===== config.mk =====
export PLATFORM = sky130hd
export DESIGN_NAME = pipeline_controller_flat
export DESIGN_NICKNAME = d
export VERILOG_FILES = /design/src/rtl/pipeline_ctrl_pkg.sv /design/src/rtl/pipeline_controller_if.sv /design/src/rtl/pipeline_controller_sat_counter.sv /design/src/rtl/pipeline_controller.sv /design/src/flat_wrapper.sv
export SDC_FILE = /design/constraint.sdc
export NUM_CORES = 1
export LEC_CHECK = 0
export ABC_AREA = 1
export BUFFER_PORTS_ARGS = -buffer_cell sky130_fd_sc_hd__buf_2
export CAP_MARGIN = 30
export CORE_ASPECT_RATIO = 1.25
export CORE_UTILIZATION = 25
export DETAILED_ROUTE_END_ITERATION = 8
export PLACE_DENSITY_LB_ADDON = 0.08
export REMOVE_ABC_BUFFERS = 1
export SYNTH_ARGS = -nofsm -noshare
export SYNTH_HDL_FRONTEND = slang
export SYNTH_SLANG_ARGS = --single-unit

===== constraint.sdc =====
create_clock -name clk -period 4.4 [get_ports clk]
set_input_delay 0.22 -clock clk [delete_from_list [all_inputs] [get_ports clk]]
set_output_delay 0.22 -clock clk [all_outputs]
set_load 0.02 [all_outputs]

===== src/rtl/pipeline_ctrl_pkg.sv =====
// Shared types and constants for the pipeline hazard/flush controller.
//   pc_sel_t      : PC source select (sequential, branch target, exception vector)
//   REG_D..REG_W  : bit index of each inter-stage register in the control vectors
//                   (0=IF/ID, 1=ID/EX, 2=EX/MEM, 3=MEM/WB)
//   ctrl_state_t  : controller state (normal run, post-exception drain)
package pipeline_ctrl_pkg;

    typedef enum logic [1:0] {
        SEQ        = 2'd0,
        BRANCH     = 2'd1,
        EXC_VECTOR = 2'd2
    } pc_sel_t;

    localparam int REG_D    = 0;
    localparam int REG_E    = 1;
    localparam int REG_M    = 2;
    localparam int REG_W    = 3;
    localparam int NUM_REGS = 4;

    typedef enum logic {
        RUN   = 1'b0,
        DRAIN = 1'b1
    } ctrl_state_t;

endpackage


===== src/rtl/pipeline_controller_if.sv =====
// Bundle of hazard inputs and hold/nullify/PC controls between the pipeline
// and its controller.
//   master : the controller (consumes hazard requests, drives controls)
//   slave  : the pipeline datapath (raises hazard requests, obeys controls)
// Vector bit index follows REG_D/REG_E/REG_M/REG_W from pipeline_ctrl_pkg.
interface pipeline_controller_if
    import pipeline_ctrl_pkg::*;
#(
    parameter int CNT_W = 32
) ();
    logic              load_use_hazard;
    logic              ex_busy;
    logic              mem_wait;
    logic              redirect_valid;
    logic              exception_valid;
    logic              pc_stall;
    pc_sel_t           pc_sel;
    logic [3:0]        stall;
    logic [3:0]        bubble;
    logic [3:0]        nullify;
    logic              redirect_ack;
    logic              mem_timeout;
    logic [CNT_W-1:0]  stall_count;

    modport master (
        input  load_use_hazard, ex_busy, mem_wait, redirect_valid, exception_valid,
        output pc_stall, pc_sel, stall, bubble, nullify, redirect_ack, mem_timeout,
               stall_count
    );

    modport slave (
        output load_use_hazard, ex_busy, mem_wait, redirect_valid, exception_valid,
        input  pc_stall, pc_sel, stall, bubble, nullify, redirect_ack, mem_timeout,
               stall_count
    );
endinterface


===== src/rtl/pipeline_controller_sat_counter.sv =====
// Saturating up-counter with synchronous clear.
//   clk, reset : clock, asynchronous active-low reset
//   inc        : count up by one (ignored once saturated)
//   clr        : synchronous clear, wins over inc
//   count      : current value
//   saturated  : count has reached MAX
module sat_counter #(
    parameter int           W   = 16,
    parameter logic [W-1:0] MAX = '1
) (
    input  logic         clk,
    input  logic         reset,
    input  logic         inc,
    input  logic         clr,
    output logic [W-1:0] count,
    output logic         saturated
);
    logic [W-1:0] count_reg;
    logic [W-1:0] count_next;

    assign saturated = (count_reg == MAX);
    assign count     = count_reg;

    always_comb begin
        count_next = count_reg;
        if (clr) begin
            count_next = '0;
        end else if (inc && !saturated) begin
            count_next = count_reg + W'(1);
        end
    end

    always_ff @(posedge clk or negedge reset) begin
        if (!reset) begin
            count_reg <= '0;
        end else begin
            count_reg <= count_next;
        end
    end
endmodule


===== src/rtl/pipeline_controller.sv =====
// Hazard and flush sequencer for the 5-stage core.
// Decides, every cycle, which inter-stage registers hold (stall = own stage is
// the cause, bubble = held because a later stage holds), which load a nullified
// instruction, whether the PC holds and where it comes from. Priority:
// exception > mem_wait > ex_busy > redirect > load-use. After an exception the
// PC is held and IF/ID nullified for EXC_DRAIN_CYCLES cycles (DRAIN state).
// Also hosts a mem_wait watchdog and a saturating count of PC-stall cycles.
//   clk, reset : clock, asynchronous active-low reset
//   bus        : pipeline_controller_if.master (hazards in, controls out)
module pipeline_controller
    import pipeline_ctrl_pkg::*;
#(
    parameter int EXC_DRAIN_CYCLES   = 2,
    parameter int MEM_TIMEOUT_CYCLES = 255,
    parameter int CNT_W              = 32
) (
    input  logic                         clk,
    input  logic                         reset,
    pipeline_controller_if.master        bus
);
    localparam logic [3:0]  DRAIN_LOAD = 4'(EXC_DRAIN_CYCLES);
    localparam logic [15:0] WD_LIMIT   = 16'(MEM_TIMEOUT_CYCLES);
    localparam logic [15:0] WD_LAST    = 16'(MEM_TIMEOUT_CYCLES - 1);

    ctrl_state_t state_reg;
    logic [3:0]  drain_reg;

    // Rules 2..5, evaluated independently of state; the state decides below
    // which parts of the result reach the outputs.
    logic [3:0] stall_rule;
    logic [3:0] bubble_rule;
    logic [3:0] nullify_rule;
    logic       pc_stall_rule;
    logic       ack_rule;
    pc_sel_t    sel_rule;

    logic take_exc;
    logic draining;

    logic [3:0] stall_out;
    logic [3:0] bubble_out;
    logic [3:0] nullify_out;
    logic       pc_stall_out;

    logic [15:0]      wd_count;
    logic             wd_sat;
    logic [CNT_W-1:0] stall_cnt;
    logic             stall_sat;

    assign take_exc = (state_reg == RUN) && bus.exception_valid;
    assign draining = (state_reg == DRAIN);

    always_comb begin
        stall_rule    = '0;
        bubble_rule   = '0;
        nullify_rule  = '0;
        pc_stall_rule = 1'b0;
        ack_rule      = 1'b0;
        sel_rule      = SEQ;
        if (bus.mem_wait) begin
            stall_rule[REG_M]   = 1'b1;
            bubble_rule[REG_E]  = 1'b1;
            bubble_rule[REG_D]  = 1'b1;
            nullify_rule[REG_W] = 1'b1;
            pc_stall_rule       = 1'b1;
        end else if (bus.ex_busy) begin
            stall_rule[REG_E]   = 1'b1;
            bubble_rule[REG_D]  = 1'b1;
            nullify_rule[REG_M] = 1'b1;
            pc_stall_rule       = 1'b1;
        end else if (bus.redirect_valid) begin
            // Wrong-path D instruction is squashed, so a concurrent load-use
            // hazard is irrelevant and never reached.
            nullify_rule[REG_E] = 1'b1;
            nullify_rule[REG_D] = 1'b1;
            sel_rule            = BRANCH;
            ack_rule            = 1'b1;
        end else if (bus.load_use_hazard) begin
            stall_rule[REG_D]   = 1'b1;
            nullify_rule[REG_E] = 1'b1;
            pc_stall_rule       = 1'b1;
        end
    end

    // Per-register output shaping. An exception flushes everything; DRAIN owns
    // IF/ID (forced nullify, no hold) and leaves downstream registers to the
    // rules. Reset low forces the flush pattern regardless of state.
    genvar gi;
    generate
        for (gi = 0; gi < NUM_REGS; gi++) begin : g_reg
            if (gi == REG_D) begin : g_front
                assign stall_out[gi]   = reset & ~take_exc & ~draining & stall_rule[gi];
                assign bubble_out[gi]  = reset & ~take_exc & ~draining & bubble_rule[gi];
                assign nullify_out[gi] = ~reset | take_exc | draining | nullify_rule[gi];
            end else begin : g_down
                assign stall_out[gi]   = reset & ~take_exc & stall_rule[gi];
                assign bubble_out[gi]  = reset & ~take_exc & bubble_rule[gi];
                assign nullify_out[gi] = ~reset | take_exc | nullify_rule[gi];
            end
        end
    endgenerate

    assign pc_stall_out = ~reset | (~take_exc & (draining | pc_stall_rule));

    assign bus.stall    = stall_out;
    assign bus.bubble   = bubble_out;
    assign bus.nullify  = nullify_out;
    assign bus.pc_stall = pc_stall_out;
    assign bus.pc_sel   = !reset   ? SEQ        :
                          take_exc ? EXC_VECTOR :
                          draining ? SEQ        : sel_rule;
    // The PC is frozen while draining, so a redirect then stays pending.
    assign bus.redirect_ack = reset & ~take_exc & ~draining & ack_rule;

    always_ff @(posedge clk or negedge reset) begin
        if (!reset) begin
            state_reg <= RUN;
            drain_reg <= '0;
        end else begin
            case (state_reg)
                RUN: begin
                    if (bus.exception_valid) begin
                        state_reg <= DRAIN;
                        drain_reg <= DRAIN_LOAD;
                    end
                end
                DRAIN: begin
                    // exception_valid is ignored here.
                    drain_reg <= drain_reg - 4'd1;
                    if (drain_reg <= 4'd1) begin
                        state_reg <= RUN;
                    end
                end
                default: begin
                    state_reg <= RUN;
                    drain_reg <= '0;
                end
            endcase
        end
    end

    // Watchdog: counts consecutive mem_wait cycles and parks at the limit.
    // The pulse marks the cycle whose edge brings the count to the limit.
    sat_counter #(
        .W   (16),
        .MAX (WD_LIMIT)
    ) u_watchdog (
        .clk       (clk),
        .reset     (reset),
        .inc       (bus.mem_wait),
        .clr       (~bus.mem_wait),
        .count     (wd_count),
        .saturated (wd_sat)
    );

    assign bus.mem_timeout = reset & bus.mem_wait & ~wd_sat & (wd_count == WD_LAST);

    sat_counter #(
        .W (CNT_W)
    ) u_stall_counter (
        .clk       (clk),
        .reset     (reset),
        .inc       (pc_stall_out & ~stall_sat),
        .clr       (1'b0),
        .count     (stall_cnt),
        .saturated (stall_sat)
    );

    assign bus.stall_count = stall_cnt;
endmodule


===== src/flat_wrapper.sv =====
// flat-port wrapper written by rule: the top's interface ports become plain ports
module pipeline_controller_flat import pipeline_ctrl_pkg::*;
#(
    parameter int EXC_DRAIN_CYCLES   = 2,
    parameter int MEM_TIMEOUT_CYCLES = 255,
    parameter int CNT_W              = 32
)
  (clk, reset, bus_load_use_hazard, bus_ex_busy, bus_mem_wait, bus_redirect_valid, bus_exception_valid, bus_pc_stall, bus_pc_sel, bus_stall, bus_bubble, bus_nullify, bus_redirect_ack, bus_mem_timeout, bus_stall_count);
  pipeline_controller_if #(.CNT_W(CNT_W)) bus_i ();
  input  logic clk;
  input  logic reset;
  input wire logic [$bits(bus_i.load_use_hazard)-1:0] bus_load_use_hazard;
  input wire logic [$bits(bus_i.ex_busy)-1:0] bus_ex_busy;
  input wire logic [$bits(bus_i.mem_wait)-1:0] bus_mem_wait;
  input wire logic [$bits(bus_i.redirect_valid)-1:0] bus_redirect_valid;
  input wire logic [$bits(bus_i.exception_valid)-1:0] bus_exception_valid;
  output wire logic [$bits(bus_i.pc_stall)-1:0] bus_pc_stall;
  output wire logic [$bits(bus_i.pc_sel)-1:0] bus_pc_sel;
  output wire logic [$bits(bus_i.stall)-1:0] bus_stall;
  output wire logic [$bits(bus_i.bubble)-1:0] bus_bubble;
  output wire logic [$bits(bus_i.nullify)-1:0] bus_nullify;
  output wire logic [$bits(bus_i.redirect_ack)-1:0] bus_redirect_ack;
  output wire logic [$bits(bus_i.mem_timeout)-1:0] bus_mem_timeout;
  output wire logic [$bits(bus_i.stall_count)-1:0] bus_stall_count;
  assign bus_i.load_use_hazard = bus_load_use_hazard;
  assign bus_i.ex_busy = bus_ex_busy;
  assign bus_i.mem_wait = bus_mem_wait;
  assign bus_i.redirect_valid = bus_redirect_valid;
  assign bus_i.exception_valid = bus_exception_valid;
  assign bus_pc_stall = bus_i.pc_stall;
  assign bus_pc_sel = bus_i.pc_sel;
  assign bus_stall = bus_i.stall;
  assign bus_bubble = bus_i.bubble;
  assign bus_nullify = bus_i.nullify;
  assign bus_redirect_ack = bus_i.redirect_ack;
  assign bus_mem_timeout = bus_i.mem_timeout;
  assign bus_stall_count = bus_i.stall_count;
  pipeline_controller #(.EXC_DRAIN_CYCLES(EXC_DRAIN_CYCLES), .MEM_TIMEOUT_CYCLES(MEM_TIMEOUT_CYCLES), .CNT_W(CNT_W)) u_core (.clk(clk), .reset(reset), .bus(bus_i));
endmodule

; After elaboration in Yosys (flattened, before gate mapping)
; Index checks and enable logic that the tools add are counted.
[totals]
register_bits = 53
in_bits = 7
out_inout_bits = 49
elab_cells = 71
[classes]
magnitude_cmp = 1
reduce_logical = 5
n_mux = 28
n_eq_ne = 5
bitwise = 25
addsub = 3
[op_table]
columns = operator, n
row1 = $add 32x1->32 const B, 1
row2 = $eq 16x8->1 const B, 2
row3 = $eq 32x32->1 const B, 1
row4 = $mux 16, 2
row5 = $add 16x1->16 const B, 1
row6 = $mux 1, 15
row7 = $mux 2, 7
row8 = $and 1x1->1, 12
row9 = $or 1x1->1, 8
row10 = $pmux 4 s2, 1
row11 = $not 1->1, 5
row12 = $le 4x1->1 const B, 1
row13 = $mux 4, 1
row14 = $sub 4x1->4 const B, 1
row15 = $logic_and 1x1->1, 3
row16 = $mux 3, 1
row17 = $logic_not 1->1, 2
row18 = $ne 2x1->1 const B, 1
row19 = $ne 2x2->1 const B, 1
row20 = $pmux 1 s2, 1

; Longest topological paths before layout
[depth]
depth_word = 9
mapped_depth = 11

; Cells and area by module
; Synthesis repeated with hierarchy kept, for this count alone.
[unflattened]
cells_unflattened = 592
area_unflattened_um2 = 3852.4
[by_module_without_submodules]
columns = module, instances, area_per_inst_um2, seq_area_each_um2, cells_per_inst
row1 = sat_counter (u_core.u_stall_counter), 1, 2259.7, 800.8, 352
row2 = sat_counter (u_core.u_watchdog), 1, 1061.0, 400.4, 158
row3 = pipeline_controller, 1, 531.8, 125.1, 82

; Worst setup path after synthesis
; No wires, ideal clock.
[synth_path]
kind = register to register
from = register u_core.u_stall_counter.count_reg[1], in the netlist u_core.u_stall_counter.count[1]
to = register u_core.u_stall_counter.count_reg[27], in the netlist u_core.u_stall_counter.count[27]
setup_time_ps = 117
synth_period_minus_slack_ps = 1726
path_slack_ps = 2674
required_time_ps = 4283
arrival_ps = 1609
n_path_buf = 1
stages_incl_launch_ff = 12
cell_sequence = dfrtp_1 > ha_1 > nand2_1 > nor2_2 > nand2_2 > nor2_4 > nand2_4 > nand2_8 > inv_4 > buf_6 > nand2_1 > nand2_1
[synth_via]
elab_chain_len = 4
elab_cells_between_ends = 6
[synth_lines]
columns = item, line
row1 = from (decl), pipeline_controller_sat_counter.sv:18  ; logic [W-1:0] count_reg;
row2 = from (signal assigned), pipeline_controller_sat_counter.sv:37  ; count_reg <= count_next;
row3 = branches (longest 4 deep; another with $add 32x1->32), n/a
; Parallel ways; which one is timed is not known.
; A chain may end at the register's enable or synchronous reset.

; Final worst setup path
[layout_path]
from = register u_core.u_watchdog.count_reg[0], in the netlist u_core.u_watchdog.count[0]
to = output bus_mem_timeout
[layout_via]
elab_chain_len = 4
elab_cells_between_ends = 5
[layout_lines]
columns = item, line
row1 = from (decl), pipeline_controller_sat_counter.sv:18
row2 = from (signal assigned), pipeline_controller_sat_counter.sv:37
row3 = $eq 16x8->1, pipeline_controller_sat_counter.sv:21  ; assign saturated = (count_reg == MAX);
row4 = $not 1->1, pipeline_controller.sv:156  ; assign bus.mem_timeout = reset & bus.mem_wait & ~wd_sat & (wd_count == WD_LAST);
row5 = $and 1x1->1, pipeline_controller.sv:156
row6 = $and 1x1->1 (*), pipeline_controller.sv:156
row7 = to (decl), flat_wrapper.sv:23  ; output wire logic [$bits(bus_i.mem_timeout)-1:0] bus_mem_timeout;
; Mark *: on every way between the ends. The rest lies on a longest branch, timed or not.

==> results.txt <==
- Status: complete, no violations
- Per report_power, the sequential group accounts for 43.7% of the total.
* Headroom to the max-slew limit: 50.4%
- The number of failing hold endpoints at the final stage came to 0.
* Number of maximum-capacitance violations: 0
- The first global-routing pass estimated 16500 um of wire.
* Ys flop type: dfrtp_1
* Highest fanout seen on the critical path: 6
* CP Capture Type: output port
- Max-slew violations: 0
* Leading post-synthesis cells by cell area: dfrtp_1 (38%), nand2_1 (21%), nor2_1 (9.7%), inv_1 (6.3%), nand3_1 (5.6%)
- Signal routing reaches up to met4.
* Proportion of register bits with asynchronous set or reset after synthesis: 100%
- CTS placed an instance of clkbuf_16 at the clock tree root.
- Counting distinct cell types in the post-synthesis netlist gives 31.
* CTS-repair resized insts: 0
- Top cell type by total area after synthesis: dfrtp_1
- Count of flip-flops with a built-in enable after synthesis: 0
- Number of vias per cell: 4.44
- # rows: 47
* Post-route ant nets: 0
* Leakage power: 0.00200 uW
- Setup TNS Final: 0 ns
* Adder-cell share of the synthesized area: 1.79%
* Share of Yosys cell area claimed by the top area cell type: 38.0%
- Number of clock sinks: 53
- Subtracting the final worst setup slack from the clock period gives 1.87 ns.
- For the pin with the worst max-slew slack, the measured transition is 0.743 ns.
- Critical path data required time: 4.18 ns
* Largest net degree at the start of global routing: 55
* Layout Nets: 595
- Setup Skew: 0.00583 ns
* Post-detailed-route DRC marker count: 0
* Combinational family with the most area after synthesis: simple AND/OR/NAND/NOR gates
- Area fraction in compound gates after synthesis: 3.77%
* Layout Area Growth over Synthesis: 16.4%
* Start-to-end type of the worst setup path: register to output port
- After clock tree synthesis, the setup repair step added 0 buffers.
- 56 I/O pins were placed.
- Net switching power figure: 473 uW
* Number of vias after detailed routing: 3349
- After detailed routing, the total wire length is 10200 um.
- The worst setup path is launched from a register.
- Drt first-iter violations: 187
* Path type of the worst min-delay path: primary input to asynchronous set/reset pin
- The core region is 13400 um2.
- Setup violations remaining at the end of the flow were counted as 0.
- Of the synthesized area, sequential elements account for 38.0%.
* Number of synthesized register bits: 53
- Portion of total power attributed to the clock network: 32.4%
* Global-route total usage across every layer: 14.8%
- The initial antenna violation count came to 0.
- A synthesized cell averages 6.57 um2.
* Fraction of power consumed by combinational cells: 23.9%
- TritonCTS buffer count: 5
* Wire length per cell: 13.6 um
- Peak supply drop: 167 uV
- During placement, the flow inserted port buffers numbering 52.
- For this configuration, the core starts out at a cell density of 26.0%.
- Int Pwr: 918 uW
- Sum of met2 wire segment lengths after detailed routing: 5280 um
- After detailed routing, the wire length on met1 is 4520 um.
* Sw frac: 34.0%
- Measured along the y axis, the die boundary spans 134 um.
- Counting along the longest clock path gives a buffer depth of 2.
- The cell area that synthesis handed to floorplanning was 3490 um2.
- The number of hold buffers added after CTS was 0.
- After technology mapping, the gate count stands at 531.
- Number of detailed-route iterations in the first pass: 5
- Global placer's final weighted congestion: 0.783
- Summed over all nets, the half-perimeter wirelength after detailed placement is 7930 um.
* Area enclosed by the die boundary: 14400 um2
- Upper clock frequency limit: 0.535 GHz
* Register clock-pin slew on the reported worst setup and hold paths: 0.07 ns
* Number of H-tree levels: 2
- TritonCTS built the clock tree.
- The repair_antennas step left the layout with diodes totalling 0.
* Count of synthesis-stage warnings from yosys: 0
* Arrival @ worst endpoint: 1.65 ns
* Synth Area in XOR/XNOR: 3.52%
- P per Cell Area: 343 nW/um2
* Final cycle utilization of the critical path: 42.5%
- The clock reaches the later pin of the worst-skew pair after 0.30 ns.
- Most frequent cells after synthesis: nand2_1 (195), nor2_1 (90), inv_1 (59)
- Proportion of layout cells with a drive suffix above 1: 13.2%
- Max FFs per register: 32
- Portion of netlist area occupied by mux cells: 0%
* Library cell with the highest instance count after synthesis: nand2_1
- Across all register-to-register paths, the minimum setup slack is 2.54 ns.
- Fraction of the mapped netlist area in simple logic gates: 44.0%
* Routed wl met3: 301 um
* Die width: 108 um
- The number of global-route vias before repair came to 3230.
- Unrepaired setup endpoints after global routing: no
- Hold Worst Slack: 0.0812 ns
* Sum of overflow across all layers after global routing: 0
-- path summary, 6_finish.rpt --
kind	from	endpoint	depth (start not counted)
worst max-delay path	u_core.u_watchdog.count[0]$_DFFE_PN0P_	bus_mem_timeout	5
worst min-delay path	reset	u_core.drain_reg[2]$_DFFE_PN0P_	2
worst max register to register	u_core.u_stall_counter.count[1]$_DFFE_PN0P_	u_core.u_stall_counter.count[27]$_DFFE_PN0P_	10
worst min register to register	u_core.drain_reg[3]$_DFFE_PN0P_	u_core.drain_reg[3]$_DFFE_PN0P_	1
max in group asynchronous	reset	u_core.u_stall_counter.count[21]$_DFFE_PN0P_	2
min in group clk	bus_exception_valid	u_core.drain_reg[0]$_DFFE_PN0P_	4
-- kinds of logic (layout without fill, tap and decap cells) --
| family | Yosys count | in the layout |
|---|---|---|
| adder cells (fa/ha/maj) | 5 | 5 |
| AO/OA/AOI/OAI | 24 | 24 |
| flip-flops | 53 | 53 |
| AND/OR/NAND/NOR | 364 | 364 |
| buffers and inverters | 70 | 120 |
| other | 1 | 3 |
| XOR/XNOR | 14 | 14 |
-- power groups by stage --
stage	logic (uW)	clock network, uW	registers (uW)
after floorplan	199	0	640
after global placement	340	0	616
after detailed placement	338	0	618
after CTS	340	471	609
after global routing	378	482	620
final	332	451	608
-- metal layers --
metal	up-vias	track usage, %
met5	-	0
li1	1741	-
met1	1552	17.5
met2	49	27.2
met4	0	3.96
met3	7	2.48
-- layout by cell type (no fill, tap or decap), drive strengths merged, types with 5 or more instances in the layout --
cell type	instances
clkbuf	5
ha	5
nor2	96
o21ai	16
buf	53
nand4	10
inv	60
dfrtp	53
a21oi	5
xnor2	5
nand2	202
xor2	9
nand3	39
nor3	9
-- worst max-delay path, cell delays in order, from the launching register on --
cell     delay [ns]
dfrtp_1        0.43
ha_1           0.22
inv_1          0.10
nor2_1         0.11
nor4_1         0.28
buf_2          0.21
-- layout make-up --
cell class	instances	area, um2
clock buffer	5	125
clock inverter	2	35.0
fill	1539	9350
sequential	53	1330
timing repair buffer	53	268
multi-input combinational	410	1860
tap	171	214
inverter	60	228
-- stage by stage --
step	util [%]	power, uW	worst slack, ns	cell area, um2	cells
floorplan	-	839	2.66	3420	523
finish	30.3	1390	2.53	4060	754
global route	30.3	1480	2.35	4060	754
CTS	30.3	1420	2.51	4060	754
global placement	29.1	956	2.52	3900	747
detailed placement	29.1	957	2.52	3900	747
Note: power is estimated with default switching activity, not from simulation.
